--- src/rtl/softmax_normalize_seq_pkg.sv ---
// Shared defaults and FSM state encoding for the softmax normaliser.
package softmax_normalize_seq_pkg;

    localparam int unsigned NUM_CLASSES_DEF = 10;
    localparam int unsigned IN_W_DEF        = 16;
    localparam int unsigned FRAC_W_DEF      = 15;

    typedef enum logic [1:0] {
        ST_IDLE = 2'd0,
        ST_SUM  = 2'd1,
        ST_DIV  = 2'd2,
        ST_OUT  = 2'd3
    } state_e;

endpackage

--- src/rtl/softmax_normalize_seq_div.sv ---
// Restoring divider producing Q_W quotient bits, one per cycle, for dividend <= divisor.
// Bit 0 of the iteration sequence is the integer bit; later bits shift the remainder first.
module seq_restoring_divider #(
    parameter int unsigned DVD_W = 17,
    parameter int unsigned Q_W   = 16
) (
    input  logic             clock,
    input  logic             reset,
    input  logic             start,
    input  logic [DVD_W-1:0] dividend,
    input  logic [DVD_W-1:0] divisor,
    output logic             busy,
    output logic             done_c,
    output logic [Q_W-1:0]   quotient_c
);

    localparam int unsigned REM_W = DVD_W + 1;
    localparam int unsigned CNT_W = $clog2(Q_W);

    logic [REM_W-1:0] rem_q, rem_d;
    logic [Q_W-1:0]   q_q, q_d;
    logic [CNT_W-1:0] cnt_q, cnt_d;
    logic             busy_q, busy_d;
    logic [REM_W-1:0] trial;

    // Load on start, then one restoring step per cycle until Q_W bits are produced.
    always_comb begin
        rem_d  = rem_q;
        q_d    = q_q;
        cnt_d  = cnt_q;
        busy_d = busy_q;
        trial  = '0;
        done_c = 1'b0;
        if (busy_q) begin
            trial = (cnt_q == '0) ? rem_q : {rem_q[REM_W-2:0], 1'b0};
            if (trial >= {1'b0, divisor}) begin
                rem_d = trial - {1'b0, divisor};
                q_d   = {q_q[Q_W-2:0], 1'b1};
            end else begin
                rem_d = trial;
                q_d   = {q_q[Q_W-2:0], 1'b0};
            end
            cnt_d = cnt_q + CNT_W'(1);
            if (cnt_q == CNT_W'(Q_W - 1)) begin
                busy_d = 1'b0;
                done_c = 1'b1;
            end
        end else if (start) begin
            rem_d  = REM_W'(dividend);
            q_d    = '0;
            cnt_d  = '0;
            busy_d = 1'b1;
        end
    end

    // Divider state registers.
    always_ff @(posedge clock or negedge reset) begin
        if (!reset) begin
            rem_q  <= '0;
            q_q    <= '0;
            cnt_q  <= '0;
            busy_q <= 1'b0;
        end else begin
            rem_q  <= rem_d;
            q_q    <= q_d;
            cnt_q  <= cnt_d;
            busy_q <= busy_d;
        end
    end

    assign busy       = busy_q;
    assign quotient_c = q_d;

endmodule

--- src/rtl/softmax_normalize_seq.sv ---
// Sequential softmax normaliser: capture vector, accumulate sum, divide each element by the sum.
module softmax_normalize_seq
    import softmax_normalize_seq_pkg::*;
#(
    parameter int unsigned NUM_CLASSES = NUM_CLASSES_DEF,
    parameter int unsigned IN_W        = IN_W_DEF,
    parameter int unsigned FRAC_W      = FRAC_W_DEF
) (
    input  logic                              clock,
    input  logic                              reset,
    input  logic                              in_valid,
    output logic                              in_ready,
    input  logic [NUM_CLASSES*IN_W-1:0]       in_vector,
    output logic                              out_valid,
    input  logic                              out_ready,
    output logic [NUM_CLASSES*(FRAC_W+1)-1:0] out_vector,
    output logic                              zero_sum,
    output logic                              busy
);

    localparam int unsigned OUT_W = FRAC_W + 1;
    localparam int unsigned SUM_W = IN_W + $clog2(NUM_CLASSES);
    localparam int unsigned IDX_W = $clog2(NUM_CLASSES);

    state_e           state_q, state_d;
    logic [IN_W-1:0]  x_q   [NUM_CLASSES];
    logic [IN_W-1:0]  x_d   [NUM_CLASSES];
    logic [OUT_W-1:0] res_q [NUM_CLASSES];
    logic [OUT_W-1:0] res_d [NUM_CLASSES];
    logic [SUM_W-1:0] sum_q, sum_d;
    logic [IDX_W-1:0] idx_q, idx_d;
    logic             out_valid_q, out_valid_d;
    logic             zero_sum_q, zero_sum_d;
    logic             in_ready_q, in_ready_d;
    logic             busy_q, busy_d;

    logic [SUM_W-1:0] sum_acc_c;
    logic             last_idx_c;
    logic             div_start_c;
    logic             div_busy;
    logic             div_done_c;
    logic [OUT_W-1:0] div_quot_c;

    assign sum_acc_c  = sum_q + SUM_W'(x_q[idx_q]);
    assign last_idx_c = (idx_q == IDX_W'(NUM_CLASSES - 1));

    seq_restoring_divider #(
        .DVD_W (SUM_W),
        .Q_W   (OUT_W)
    ) u_div (
        .clock      (clock),
        .reset      (reset),
        .start      (div_start_c),
        .dividend   (SUM_W'(x_q[idx_q])),
        .divisor    (sum_q),
        .busy       (div_busy),
        .done_c     (div_done_c),
        .quotient_c (div_quot_c)
    );

    // FSM state register.
    always_ff @(posedge clock or negedge reset) begin
        if (!reset) begin
            state_q <= ST_IDLE;
        end else begin
            state_q <= state_d;
        end
    end

    // Next-state logic: a zero sum skips the divide phase entirely.
    always_comb begin
        state_d = state_q;
        case (state_q)
            ST_IDLE: if (in_valid && in_ready_q) state_d = ST_SUM;
            ST_SUM:  if (last_idx_c) state_d = (sum_acc_c == '0) ? ST_OUT : ST_DIV;
            ST_DIV:  if (div_done_c && last_idx_c) state_d = ST_OUT;
            ST_OUT:  if (out_valid_q && out_ready) state_d = ST_IDLE;
            default: state_d = ST_IDLE;
        endcase
    end

    // Datapath and output next values; out_valid rises one cycle after entering OUT.
    always_comb begin
        x_d         = x_q;
        res_d       = res_q;
        sum_d       = sum_q;
        idx_d       = idx_q;
        zero_sum_d  = zero_sum_q;
        out_valid_d = out_valid_q;
        div_start_c = 1'b0;
        case (state_q)
            ST_IDLE: begin
                if (in_valid && in_ready_q) begin
                    for (int k = 0; k < NUM_CLASSES; k++) begin
                        x_d[k] = in_vector[k*IN_W +: IN_W];
                    end
                    sum_d = '0;
                    idx_d = '0;
                end
            end
            ST_SUM: begin
                sum_d = sum_acc_c;
                if (last_idx_c) begin
                    idx_d = '0;
                    if (sum_acc_c == '0) begin
                        zero_sum_d = 1'b1;
                        for (int k = 0; k < NUM_CLASSES; k++) begin
                            res_d[k] = '0;
                        end
                    end
                end else begin
                    idx_d = idx_q + IDX_W'(1);
                end
            end
            ST_DIV: begin
                div_start_c = !div_busy;
                if (div_done_c) begin
                    res_d[idx_q] = div_quot_c;
                    if (last_idx_c) begin
                        zero_sum_d = 1'b0;
                        idx_d      = '0;
                    end else begin
                        idx_d = idx_q + IDX_W'(1);
                    end
                end
            end
            ST_OUT: begin
                if (!out_valid_q) begin
                    out_valid_d = 1'b1;
                end else if (out_ready) begin
                    out_valid_d = 1'b0;
                end
            end
            default: ;
        endcase
        in_ready_d = (state_d == ST_IDLE);
        busy_d     = (state_d != ST_IDLE);
    end

    // Datapath and output registers; reset discards any in-flight vector.
    always_ff @(posedge clock or negedge reset) begin
        if (!reset) begin
            for (int k = 0; k < NUM_CLASSES; k++) begin
                x_q[k]   <= '0;
                res_q[k] <= '0;
            end
            sum_q       <= '0;
            idx_q       <= '0;
            zero_sum_q  <= 1'b0;
            out_valid_q <= 1'b0;
            in_ready_q  <= 1'b1;
            busy_q      <= 1'b0;
        end else begin
            x_q         <= x_d;
            res_q       <= res_d;
            sum_q       <= sum_d;
            idx_q       <= idx_d;
            zero_sum_q  <= zero_sum_d;
            out_valid_q <= out_valid_d;
            in_ready_q  <= in_ready_d;
            busy_q      <= busy_d;
        end
    end

    for (genvar g = 0; g < NUM_CLASSES; g++) begin : g_out
        assign out_vector[g*OUT_W +: OUT_W] = res_q[g];
    end

    assign in_ready  = in_ready_q;
    assign out_valid = out_valid_q;
    assign zero_sum  = zero_sum_q;
    assign busy      = busy_q;

endmodule
--- config.mk ---
export PLATFORM = sky130hd
export DESIGN_NAME = softmax_normalize_seq
export DESIGN_NICKNAME = d
export VERILOG_FILES = /design/src/rtl/softmax_normalize_seq_pkg.sv /design/src/rtl/softmax_normalize_seq_div.sv /design/src/rtl/softmax_normalize_seq.sv
export SDC_FILE = /design/constraint.sdc
export NUM_CORES = 1
export LEC_CHECK = 0
export ABC_AREA = 1
export CAP_MARGIN = 20
export CORE_MARGIN = 8
export CORE_UTILIZATION = 54
export DETAILED_ROUTE_END_ITERATION = 12
export MAX_ROUTING_LAYER = met4
export PLACE_DENSITY = 0.92
export REMOVE_ABC_BUFFERS = 1
export SETUP_SLACK_MARGIN = 0.15
export SLEW_MARGIN = 10
export SYNTH_ARGS = -nofsm -noshare
export SYNTH_HDL_FRONTEND = slang
export SYNTH_HIERARCHICAL = 1
export SYNTH_SLANG_ARGS = --single-unit
--- constraint.sdc ---
create_clock -name clock -period 4.55 [get_ports clock]
set_clock_uncertainty 0.1 [all_clocks]
set_input_delay 0.455 -clock clock [delete_from_list [all_inputs] [get_ports clock]]
set_output_delay 0.455 -clock clock [all_outputs]
set_load 0.02 [all_outputs]
==> results.ini <==
[status]
status=completed

[yosys]
yosysMostFrequentCell=nand2_1
postSynthCellCount=2299
synth_edf_count=0
ys_seq_area_share_pct=49.0
syn_area_per_cell_um2=8.71
netlist.top_cell.by_area=dfrtp_1
synthTopCellsByCount=702 x nand2_1, 391 x dfrtp_1, 164 x nand4_1
synth.yosys.warnings=6
ys.flop_type=dfrtp_1
async_flop_share_pct=100
synthDistinctLibCells=47
synth.area.top_cells=dfrtp_1 49%, nand2_1 13%, mux2_2 9.0%
synth_top_cell_area_share_pct=48.9
ys_ff_latch=392
synth_area_mm2=0.0200

[detailed_routing]
num_vias=19018
finalWirelength_um=70200
avgViaCountPerCell=6.11
routedWlPerCell_um=22.6
drtIter0Drc=2346
antenna_left=0
drt_first_pass_iters=8
drcViolationCount=0

[die]
die-area_mm2=0.0435
die_x_um=209
initial_core_util_pct=54.8
top_level_ports=328
core_area_mm2=0.0365
rows=70
chipHeight_um=209

[global_routing]
grt_max_degree=117
antenna_found_initial=4
grt_pass1_wl_um=108000
grt_pass1_vias=19349
grt_use_total_pct=31.7
grt_overflow_total=0

[setup_path]
cp-end-kind=flip-flop
cp.arrival_ps=4640
path_class=reg -> reg
critPathLaunchType=flip-flop
worstPathCellList=nand2_2 -> inv_4 -> bufbuf_16 -> a22oi_1 -> a21oi_1 -> a21oi_2 -> nand2_2 -> ha_1 -> or2_1 -> nand3_1 -> nand2_1 -> nand2_1 -> nand2_1 -> nor2_1 -> nand2_1 -> nor2_1 -> nand2_1 -> nor2_2 -> nand2_2 -> a21oi_4 -> buf_12 -> buf_12 -> nand4_1 -> nand2_1
cp_top_family=simple AND/OR/NAND/NOR gates
crit_buf_inv=4
crit_top_cell=nand2_1
slowest_delay_ps=440
cpMaxStageDelayCell=dfrtp_1
crit_fanout=45
r2r_setup_slack_ps=300
cp.required_ps=4930

[placement]
place_area_mm2=0.0238
hpwl_um=47000
portBuffers=327
gp_congestion=0.941

[sta]
rsz0062_at_grt=false
fin_tns_setup_ps=0
slew-limit-headroom_pct=25.8
tightest_slew_ps=1110
finalCriticalPeriod_ps=4250
setup_viol=0
hold_viol=0
period_share_pct=93.5
drv_slew=0
max_freq_ghz=0.235

[power]
powerDensity_mw_per_mm2=736
pwr-share-seq_pct=27.7
comb_power_share_pct=53.6
clkPwrFrac_pct=18.7
p_int_uw=10600
leakagePower_uw=0.0122
power.net_switching_uw=8500
switching_share_pct=44.6
ir_drop_uv=378

[final_layout]
area_growth_syn_to_layout_pct=29.4
final_cell_area_mm2=0.0259
nNetsFinal=2819
layout-drive-gt1-share_pct=14.4

[clocking]
clk_pin_slew_ps=60
clock_sinks=392
clock-root-buffer=clkbuf_16
cts_made_buffers=41
clk_latency_ps=560
clockBufferDepth=3
htreeDepth=2
cts_tree=yes

[job]
drv_cap=0

[min_path]
hp-class=reg -> reg

kinds of logic after synthesis:
family,share of synthesized area [%]
other,0.0187
adder cells (fa/ha/maj),2.89
multiplexers,9.00
buffers and inverters,6.31
XOR/XNOR,0.525
AO/OA/AOI/OAI,8.26
AND/OR/NAND/NOR,24.0
flip-flops,49.0
layout make-up:
type / instances / area [um2]
Multi-Input combinational cell: 1597 / 9290
Timing Repair Buffer: 384 / 4030
Clock buffer: 59 / 1220
Clock inverter: 15 / 213
Tap cell: 468 / 586
Inverter: 194 / 746
Antenna cell: 4 / 10.0
Sequential cell: 392 / 9810
Fill cell: 2388 / 10600
per-layer routing:
layer  vias up  global-route usage (%)  wire length [um]  share of wire, %
met5         -                       -                 0                 0
met4         0                    17.5              3890               5.5
met3       322                    6.55              6240               8.9
met2      1255                    48.7             32900                47
met1      9116                    39.1             27200                39
li1       8325                       -                 -                 -
metrics by stage:
stage          setup slack (ps)  utilization [%]  cells  total power, uW  hold WS [ps]
2_1_floorplan             -6180                -   2183            11500          59.4
3_3_place_gp                229             65.2   3014            14000           364
3_5_place_dp                107             65.2   3014            14400           368
4_1_cts                     156             69.5   3093            18200           385
5_1_grt                    72.8             70.9   3113            20200           412
6_report                    296             70.9   3113            19100           384
sequential cells by signal, summed over array words and instances (netlist names):
register / cells
sum_q: 20
state_q: 2
busy: 1
x_q: 160
idx_q: 4
u_div/cnt_q: 4
out_valid: 1
in_ready: 1
u_div/rem_q: 21
zero_sum: 1
u_div/q_q: 16
out_vector: 160
u_div/busy: 1
power groups by stage:
stage | clock network, uW | registers [uW] | logic (uW)
after floorplan | 0 | 5040 | 6440
after CTS | 3570 | 5210 | 9400
final | 3570 | 5280 | 10200
after global routing | 3710 | 5360 | 11100
after detailed placement | 0 | 5250 | 9120
after global placement | 0 | 5150 | 8890
path summary, 6_finish.rpt:
kind                                      start         endpoint  cells after the start
min in group asynchronous                 reset         x_q[106]                      2
worst max-delay path                   idx_q[1]  out_vector[107]                     24
worst min-delay path            out_vector[122]  out_vector[122]                      2
worst max register to register         idx_q[1]  out_vector[107]                     24
worst min register to register  out_vector[122]  out_vector[122]                      2
max in group asynchronous                 reset          x_q[48]                      3
tightest hold or removal path: stages, from the launching register on:
cell,delay [ps]
dfrtp_1,340
nand2_1,60
nand2_1,50
cell usage in the layout (no fill, tap or decap), drive strengths merged, types with 2 or more instances in the layout:
master         synthesis  routed
a211oi                 2       2
a21oi                109     109
a22oi                 64      64
a32o                   8       8
and2                   3       3
buf                   49      53
bufbuf                 0       2
bufinv                 0       5
clkbuf                70      61
clkdlybuf4s50          0     326
clkinv                23      28
clkinvlp               0       6
conb                   1       4
dfrtp                391     391
diode                  0       4
fa                     2       2
ha                    43      43
inv                  171     170
mux2                 160     160
nand2                710     710
nand3                 85      85
nand3b                12      12
nand4                164     164
nor2                 116     116
nor3                   8       8
o21ai                 53      53
o21bai                 6       6
o22ai                 28      28
or2                    4       4
xnor2                  6       6
xor2                   6       6
what timing repair did:
item | CTS | global route
endpoints found under the hold margin | 110 | 0
endpoints found under the setup margin | 132 | 161
setup buffers | 1 | 10
cloned | 3 | 2
pin swaps | 1 | 6
resized for setup | 9 | 62
hold buffers | 1 | 0
(Power assumes the default switching activity.)
